==> config.mk <==
export PLATFORM = sky130hd
export DESIGN_NAME = ring_link_tx_flat
export DESIGN_NICKNAME = d
export VERILOG_FILES = /design/src/rtl/ring_link_tx_if.sv /design/src/rtl/ring_link_tx.sv /design/src/flat_wrapper.sv
export SDC_FILE = /design/constraint.sdc
export NUM_CORES = 1
export LEC_CHECK = 0
export ABC_AREA = 1
export BUFFER_PORTS_ARGS = -buffer_cell sky130_fd_sc_hd__buf_2
export CORE_ASPECT_RATIO = 1.1
export CORE_MARGIN = 2
export CORE_UTILIZATION = 48
export CTS_CLUSTER_DIAMETER = 40
export CTS_CLUSTER_SIZE = 25
export DETAILED_ROUTE_END_ITERATION = 8
export PLACE_DENSITY = 0.78
export SLEW_MARGIN = 20
export SYNTH_ARGS = -nofsm -noshare
export SYNTH_HDL_FRONTEND = slang
export SYNTH_SLANG_ARGS = --single-unit
==> constraint.sdc <==
create_clock -name clk -period 3.1 [get_ports clk]
set_clock_uncertainty 0.1 [all_clocks]
set_input_delay 0.31 -clock clk [delete_from_list [all_inputs] [get_ports clk]]
set_output_delay 0.31 -clock clk [all_outputs]
set_load 0.01 [all_outputs]
==> src/rtl/ring_link_tx_if.sv <==
// Injection port of the ring link transmitter.
// The source drives data/valid; the transmitter answers with ready.
interface ring_link_tx_if #(
   parameter int FLIT_W = 20
);
   logic [FLIT_W-1:0] in_data;
   logic              in_valid;
   logic              in_ready;

   modport master (
      output in_data,
      output in_valid,
      input  in_ready
   );

   modport slave (
      input  in_data,
      input  in_valid,
      output in_ready
   );
endinterface

==> src/rtl/ring_link_tx.sv <==
// Credit-based transmitter for one hub link.
// Buffers injected flits and launches one per downstream credit.
module ring_link_tx #(
   parameter int FLIT_W    = 20,
   parameter int CREDITS   = 4,
   parameter int CNT_W     = 3,
   parameter int BUF_DEPTH = 2
) (
   input  logic              clk,
   input  logic              rst,
   ring_link_tx_if.slave     inj,
   output logic [FLIT_W-1:0] link_out,
   output logic              link_vo,
   input  logic              link_ci,
   output logic [CNT_W-1:0]  credit_cnt,
   output logic [1:0]        state,
   output logic              credit_err
);
   localparam int PTR_W = $clog2(BUF_DEPTH);
   localparam logic [PTR_W:0] DEPTH = (PTR_W+1)'(BUF_DEPTH);
   localparam logic [CNT_W-1:0] CRED_MAX = CNT_W'(CREDITS);

   typedef enum logic [1:0] {
      IDLE  = 2'b00,
      SEND  = 2'b01,
      STALL = 2'b10
   } state_t;

   state_t            st;
   logic [FLIT_W-1:0] mem [BUF_DEPTH];
   logic [PTR_W-1:0]  wr_ptr;
   logic [PTR_W-1:0]  rd_ptr;
   logic [PTR_W:0]    count;
   logic [PTR_W:0]    count_nx;
   logic              full;
   logic              push;
   logic              pop;

   assign state = st;
   assign full  = (count == DEPTH);

   // Ready looks only at the pre-edge count, never at valid.
   assign inj.in_ready = rst & ~full;

   assign push = inj.in_valid & inj.in_ready;
   assign pop  = (count != '0) & (credit_cnt != '0);

   always_comb begin
      count_nx = count;
      count_nx = count_nx + {{PTR_W{1'b0}}, push};
      count_nx = count_nx - {{PTR_W{1'b0}}, pop};
   end

   always_ff @(posedge clk) begin
      if (push) begin
         mem[wr_ptr] <= inj.in_data;
      end
   end

   always_ff @(posedge clk or negedge rst) begin
      if (!rst) begin
         wr_ptr     <= '0;
         rd_ptr     <= '0;
         count      <= '0;
         link_out   <= '0;
         link_vo    <= 1'b0;
         credit_cnt <= CRED_MAX;
         credit_err <= 1'b0;
         st         <= IDLE;
      end else begin
         count <= count_nx;
         if (push) begin
            wr_ptr <= wr_ptr + PTR_W'(1);
         end
         if (pop) begin
            link_out <= mem[rd_ptr];
            link_vo  <= 1'b1;
            rd_ptr   <= rd_ptr + PTR_W'(1);
         end else begin
            link_out <= '0;
            link_vo  <= 1'b0;
         end
         // A credit and a launch on the same edge cancel out.
         unique case ({link_ci, pop})
            2'b10: begin
               if (credit_cnt == CRED_MAX) begin
                  credit_err <= 1'b1;
               end else begin
                  credit_cnt <= credit_cnt + CNT_W'(1);
               end
            end
            2'b01: credit_cnt <= credit_cnt - CNT_W'(1);
            default: credit_cnt <= credit_cnt;
         endcase
         if (pop) begin
            st <= SEND;
         end else if (credit_cnt == '0 && count_nx != '0) begin
            st <= STALL;
         end else begin
            st <= IDLE;
         end
      end
   end
endmodule

==> src/flat_wrapper.sv <==
// flat-port wrapper written by rule: the top's interface ports become plain ports
module ring_link_tx_flat 
#(
   parameter int FLIT_W    = 20,
   parameter int CREDITS   = 4,
   parameter int CNT_W     = 3,
   parameter int BUF_DEPTH = 2
)
  (clk, rst, link_out, link_vo, link_ci, credit_cnt, state, credit_err, inj_in_data, inj_in_valid, inj_in_ready);
  ring_link_tx_if #(.FLIT_W(FLIT_W)) inj_i ();
  input  logic clk;
  input  logic rst;
  output logic [FLIT_W-1:0] link_out;
  output logic link_vo;
  input  logic link_ci;
  output logic [CNT_W-1:0] credit_cnt;
  output logic [1:0] state;
  output logic credit_err;
  input wire logic [$bits(inj_i.in_data)-1:0] inj_in_data;
  input wire logic [$bits(inj_i.in_valid)-1:0] inj_in_valid;
  output wire logic [$bits(inj_i.in_ready)-1:0] inj_in_ready;
  assign inj_i.in_data = inj_in_data;
  assign inj_i.in_valid = inj_in_valid;
  assign inj_in_ready = inj_i.in_ready;
  ring_link_tx #(.FLIT_W(FLIT_W), .CREDITS(CREDITS), .CNT_W(CNT_W), .BUF_DEPTH(BUF_DEPTH)) u_core (.clk(clk), .rst(rst), .inj(inj_i), .link_out(link_out), .link_vo(link_vo), .link_ci(link_ci), .credit_cnt(credit_cnt), .state(state), .credit_err(credit_err));
endmodule
# Yosys cells after proc, flatten, opt, wreduce, memory -nomap -nowiden
# Memory sizes are Yosys's and may differ from the RTL's.
# Index checks and enable logic that the tools add are counted.
# totals
reg_bits,31
latchBits,0
ram_bits,40
mem_bits_ro,0
input_bits,24
output_inout_bits,28
word_cells,40
n_memories,1
# mem_list
memory,words,width,read_ports,rd_clocked_by_memory_dff,wr,line,text
u_core.mem,2,20,1,0,1,ring_link_tx.sv:30,logic [FLIT_W-1:0] mem [BUF_DEPTH];
# classes
add_sub_neg,6
mul,0
div,0
n_lt_le_gt_ge,0
n_eq_ne,5
n_shift,0
n_mux,8
bitwise_logic,4
n_reduce_logical,8
# op_table
operator,count
$mux 20,1
$pmux 3 s2,1
$reduce_bool 2->1,3
$eq 2x2->1 const B,2
$mux 2,2
$reduce_and 2->1,2
$add 3x1->3 const B,1
$and 1x1->1,3
$eq 3x3->1 const B,1
$logic_not 3->1,1
$mux 1,3
$mux 3,1
$reduce_bool 3->1,1
$sub 3x1->3 const B,1
$add 1x1->1 const B,2
$add 2x1->2,1
$eq 2x1->1 const B,1
$ne 2x2->1 const B,1
$sub 2x1->2,1
$logic_and 1x1->1,1
$not 1->1,1

# Depth between registers and ports, before layout
# logic_depth
depth_word,10
depth_mapped,11
depth_no_buf,10

# Worst setup path before layout
# OpenSTA, ideal clock, no wires.
# synth_path
path_kind,reg-to-reg
start,reg u_core.count[1]
end,"mem u_core.mem[0][0], enable pin"
setup_ps,397
arrival_time_ps,1835
t_required_ps,2603
slack_ps,768
path_stages_with_launch,4
n_path_buf,0
period_less_slack_ps,2332
cell_sequence,dfrtp_1 a21boi_0 nand2_1 nor2_1
# synth_via
elab_chain_cells,6
# synth_lines
item,line,text
start: declaration,ring_link_tx.sv:33,logic [PTR_W:0] count;
start signal: assignment,ring_link_tx.sv:71,count <= count_nx;
$eq 2x2->1,ring_link_tx.sv:40,assign full = (count == DEPTH);
$not 1->1,ring_link_tx.sv:43,assign inj.in_ready = rst & ~full;
$and 1x1->1,ring_link_tx.sv:43,
named net inj_in_ready,flat_wrapper.sv:21,output wire logic [$bits(inj_i.in_ready)-1:0] inj_in_ready;
$and 1x1->1,ring_link_tx.sv:45,assign push = inj.in_valid & inj.in_ready;
$mux 1,ring_link_tx.sv:55,if (push) begin
$mux 1 (not written as such),ring_link_tx.sv:56,mem[wr_ptr] <= inj.in_data;
end: declaration,ring_link_tx.sv:30,
# The timed path passes the listed nets, and every way through them passes these cells.

# Worst setup path in the final report
# layout_path
start,reg u_core.credit_cnt[0]
end,reg u_core.st[1] (netlist: u_core.state[1])
# layout_via
elab_chain_cells,7
elab_cells_between_ends,8
classes_between,add/sub (1); mux (2); bitwise (1); reduce/logical (4)
# layout_lines
item,line,text
start: declaration,ring_link_tx.sv:15,"output logic [CNT_W-1:0] credit_cnt,"
start signal: assignment,ring_link_tx.sv:89,credit_cnt <= credit_cnt + CNT_W'(1);
start signal: assignment,ring_link_tx.sv:92,2'b01: credit_cnt <= credit_cnt - CNT_W'(1);
start signal: assignment,ring_link_tx.sv:93,default: credit_cnt <= credit_cnt;
$reduce_bool 3->1,ring_link_tx.sv:46,assign pop = (count != '0) & (credit_cnt != '0);
$and 1x1->1,ring_link_tx.sv:46,
named net u_core.pop,ring_link_tx.sv:37,logic pop;
$sub 2x1->2,ring_link_tx.sv:51,"count_nx = count_nx - {{PTR_W{1'b0}}, pop};"
named net u_core.count_nx[1],ring_link_tx.sv:34,logic [PTR_W:0] count_nx;
$reduce_bool 2->1,ring_link_tx.sv:97,end else if (credit_cnt == '0 && count_nx != '0) begin
$logic_and 1x1->1,ring_link_tx.sv:97,
$mux 2,ring_link_tx.sv:97,
$mux 2,ring_link_tx.sv:95,if (pop) begin
end signal: assignment,ring_link_tx.sv:96,st <= SEND;
end signal: assignment,ring_link_tx.sv:98,st <= STALL;
end signal: assignment,ring_link_tx.sv:100,st <= IDLE;
end: declaration,ring_link_tx.sv:29,state_t st;
# The timed path passes the listed nets, and every way through them passes these cells.
# A chain may end at the register's enable or synchronous reset.

==> parameters.txt <==
Parameter                              Value

GRT
  GRT Residual Overflow ... 0
  Aggregate global-route resource usage ... 16.1%
  Wire length of the first global-routing pass ... 6690 um
  M2 GR Usage ... 26.5%
  Vias in the first global route ... between 1500 and 2000
  Maximum number of pins on one net before global-route repair ... 31
  Number of antenna violations at the first check in global routing ... 0
  Met1 usage ... 17.9%
  GRT Max-Usage Layer ... met2
  Met3 usage in global routing ... 6.19%

Power and ir drop
  Peak supply drop ... 0.000639 V
  Total leakage power ... 1.35 nW
  Final Power ... 2.93 mW
  Pwr Density ... 968 nW/um^2

Floorplan
  Number of rows created at floorplan ... 27
  Core box area ... 5030 sq um
  Overall die width ... 73.0 um
  Starting utilization of the core area ... 49.9%
  Height of the die ... approximately 80 um
  DIE AREA ... 5830 sq um
  I/O pin count ... 52

Yosys
  Primary flip-flop cell chosen by synthesis mapping ... edfxtp_1
  Cell count after synthesis ... approximately 180
  Cell type contributing the most total cell area after synthesis ... edfxtp_1
  Synth Net Count ... 210
  Number of synthesized register bits ... 70
  Netlist area before placement ... 2510 sq um
  Area share of the leading cell type in the synthesized netlist ... 47.8%
  Sequential fraction of the synthesis area ... 77.7%
  Cells taking the most area after synthesis ... edfxtp_1, dfrtp_1, nand2_1
  Post-synth EDFFs ... 40
  Total number of yosys warnings ... 0
  Mean instance size in the synthesized netlist ... ~14 sq um
  Yosys cell types ... 23
  Async SR Flop Fraction ... around 43%

Drt
  First DRT Iteration DRCs ... 66
  Average wire length per cell after detail routing ... between 10 and 15 um
  Wirelength, routed ... roughly 3900 um
  1st-pass router iterations ... 4
  Number of nets with antenna violations after routing ... 0
  DR DRC count ... 0
  Number of vias in the routed layout ... ~1500
  Mean number of vias per cell ... 4.85

Clock network
  Maximum level of the CTS H-tree ... 3
  Setup Buffers After CTS ... 0
  Clock slew at reported path FFs ... 0.07 ns
  TritonCTS clock tree ... yes
  Clock root buffer master ... clkbuf_8
  Number of buffers on the longest clock path ... 2
  Num Clock Sinks ... 70
  CTS buffer count ... 9
  Clk_lat worst skew ... 0.33 ns

Cells and area
  Final non-filler cell total ... 305
  Filler Cells Inserted ... 388
  Area growth from synthesis to layout ... 20.3%
  Number of nets at the end of the flow ... 269
  Diode count ... 0
  Fraction of layout cells with a size suffix above 1 ... 29.1%

Critical path
  Required time at the worst-slack endpoint ... 3.22 ns
  Element type at the critical path end ... flop
  Arr. time, crit path ... 2.26 ns
  Max FO, Critical Path ... 25
  Kind of start point of the critical path ... flop
  Critical Setup Path Class ... reg -> reg

Placement
  Dpl cells ... roughly 290
  HPWL reported at the end of detailed placement ... 2550 um
  Port-buffer cells ... 51
  Gpl congestion ... 0.805

Flow run
  Max-Cap Viols ... 0

Worst hold path
  Worst hold path type ... in -> reg

STA
  Final Max Slew Viols ... 0
  RSZ-0062 raised after global routing ... false
  Hold Vio Cnt, Final ... 0
  Slew at the pin closest to its max-slew limit ... 0.675 ns
  Post-route setup TNS ... 0 ns
  F_max ... ~0.47 GHz
  Relative slew slack ... 55.0%
  Final critical-path required period ... 2.14 ns
  Period utilization ... 69.1%
  Final setup violation count ... 0

Outcome
  Status ... complete, no violations
-- kinds of logic after synthesis --
family	share of synthesized area, %
adders and majority gates	1.79
DFF	77.7
AOI/OAI and AO/OA	5.08
buffers and inverters	3.39
xor gates and xnor gates	1.74
and+or+nand+nor	10.3
-- metrics by stage --
step	instance area [sq um]	worst slack [ns]	utilization (%)	hold WS [ns]
2_1_floorplan	2510	0.768	-	-0.0856
3_3_place_gp	2840	1.06	56.3	0.276
3_5_place_dp	2840	0.960	56.3	0.280
4_1_cts	3020	0.948	60.0	0.0456
5_1_grt	3020	0.829	60.0	0.0438
6_report	3020	0.957	60.0	0.0632
-- timing repair --
item,4_1_cts,5_1_grt
hold buffers,1,0
resized for setup,0,0
hold endpoints to repair,29,0
-- critical path, cell delays in order (launching register included) --
cell and delay (ns):
dfrtp_1 0.41, nor2_1 0.18, nand2_2 0.12, nand2_4 0.25, inv_1 0.10, ha_1 0.29
inv_1 0.04, ha_1 0.19, xnor2_1 0.14, o21bai_1 0.15, inv_1 0.05
-- cell type report --
| class | count | area, sq um | share of cell area (%) |
|---|---|---|---|
| inverters | 14 | 52.6 | 1.74 |
| multi-input cells | 92 | 479 | 15.9 |
| flip-flops and latches | 70 | 1950 | 64.6 |
| well taps | 58 | 72.6 | 2.40 |
| repair buffers | 55 | 288 | 9.52 |
| clock buffers | 14 | 143 | 4.72 |
| clock inverters | 2 | 33.8 | 1.12 |
-- cell usage in the layout (no fill, tap or decap), types with 2 or more instances in the layout --
| master | netlist | routed |
|---|---|---|
| buf_2 | 2 | 51 |
| nand2_1 | 47 | 47 |
| edfxtp_1 | 40 | 40 |
| dfrtp_1 | 29 | 29 |
| a21oi_1 | 20 | 20 |
| inv_1 | 14 | 14 |
| clkbuf_8 | 0 | 9 |
| clkbuf_1 | 4 | 5 |
| nand3_1 | 3 | 3 |
| xor2_1 | 3 | 3 |
| buf_4 | 1 | 3 |
| nand2_2 | 2 | 2 |
| xnor2_1 | 2 | 2 |
| o21bai_1 | 2 | 2 |
| nor2_2 | 0 | 2 |
| nand4_1 | 2 | 2 |
| ha_1 | 2 | 2 |
-- cell usage after synthesis, types with 2 or more instances --
| master | count |
|---|---|
| nand2_1 | 47 |
| edfxtp_1 | 40 |
| dfrtp_1 | 29 |
| a21oi_1 | 20 |
| inv_1 | 14 |
| clkbuf_1 | 4 |
| nand3_1 | 3 |
| nor2_1 | 3 |
| xor2_1 | 3 |
| buf_2 | 2 |
| ha_1 | 2 |
| nand2_2 | 2 |
| nand4_1 | 2 |
| o21bai_1 | 2 |
| xnor2_1 | 2 |
-- where the power goes --
part,internal [mW],switching (mW),leakage [nW]
logic,0.337,0.561,0.531
registers,1.25,0.122,0.736
clock network,0.371,0.289,0.0863
total,1.95,0.972,1.35
-- layer usage --
metal,vias up,part of all wire (%)
met5,-,0
met4,0,2.6
met3,7,4.4
met2,43,54
met1,698,39
li1,731,-
-- final timing paths --
check | cells past startpoint | slack [ns] | from | endpoint
min | 1 | 0.06 | inj_in_data[9] | u_core.mem[1][9]$_DFFE_PP_
min reg2reg | 1 | 0.39 | u_core.credit_err$_DFFE_PN0P_ | u_core.credit_err$_DFFE_PN0P_
min in group asynchronous | 3 | 0.48 | rst | u_core.link_out[17]$_DFF_PN0_
max | 10 | 0.96 | u_core.credit_cnt[0]$_DFFE_PN0P_ | u_core.state[1]$_DFF_PN0_
max in group asynchronous | 3 | 2.10 | rst | u_core.credit_cnt[2]$_DFFE_PN1P_
max reg2reg | 10 | 0.96 | u_core.credit_cnt[0]$_DFFE_PN0P_ | u_core.state[1]$_DFF_PN0_
-- sequential cells by signal (all words and copies together), names as in the netlist --
| signal | cells |
|---|---|
| u_core.credit_cnt | 3 |
| u_core.state | 2 |
| u_core.link_out | 20 |
| u_core.credit_err | 1 |
| u_core.wr_ptr | 1 |
| u_core.count | 2 |
| u_core.mem | 40 |
| u_core.rd_ptr | 1 |
(Power assumes the default switching activity.)
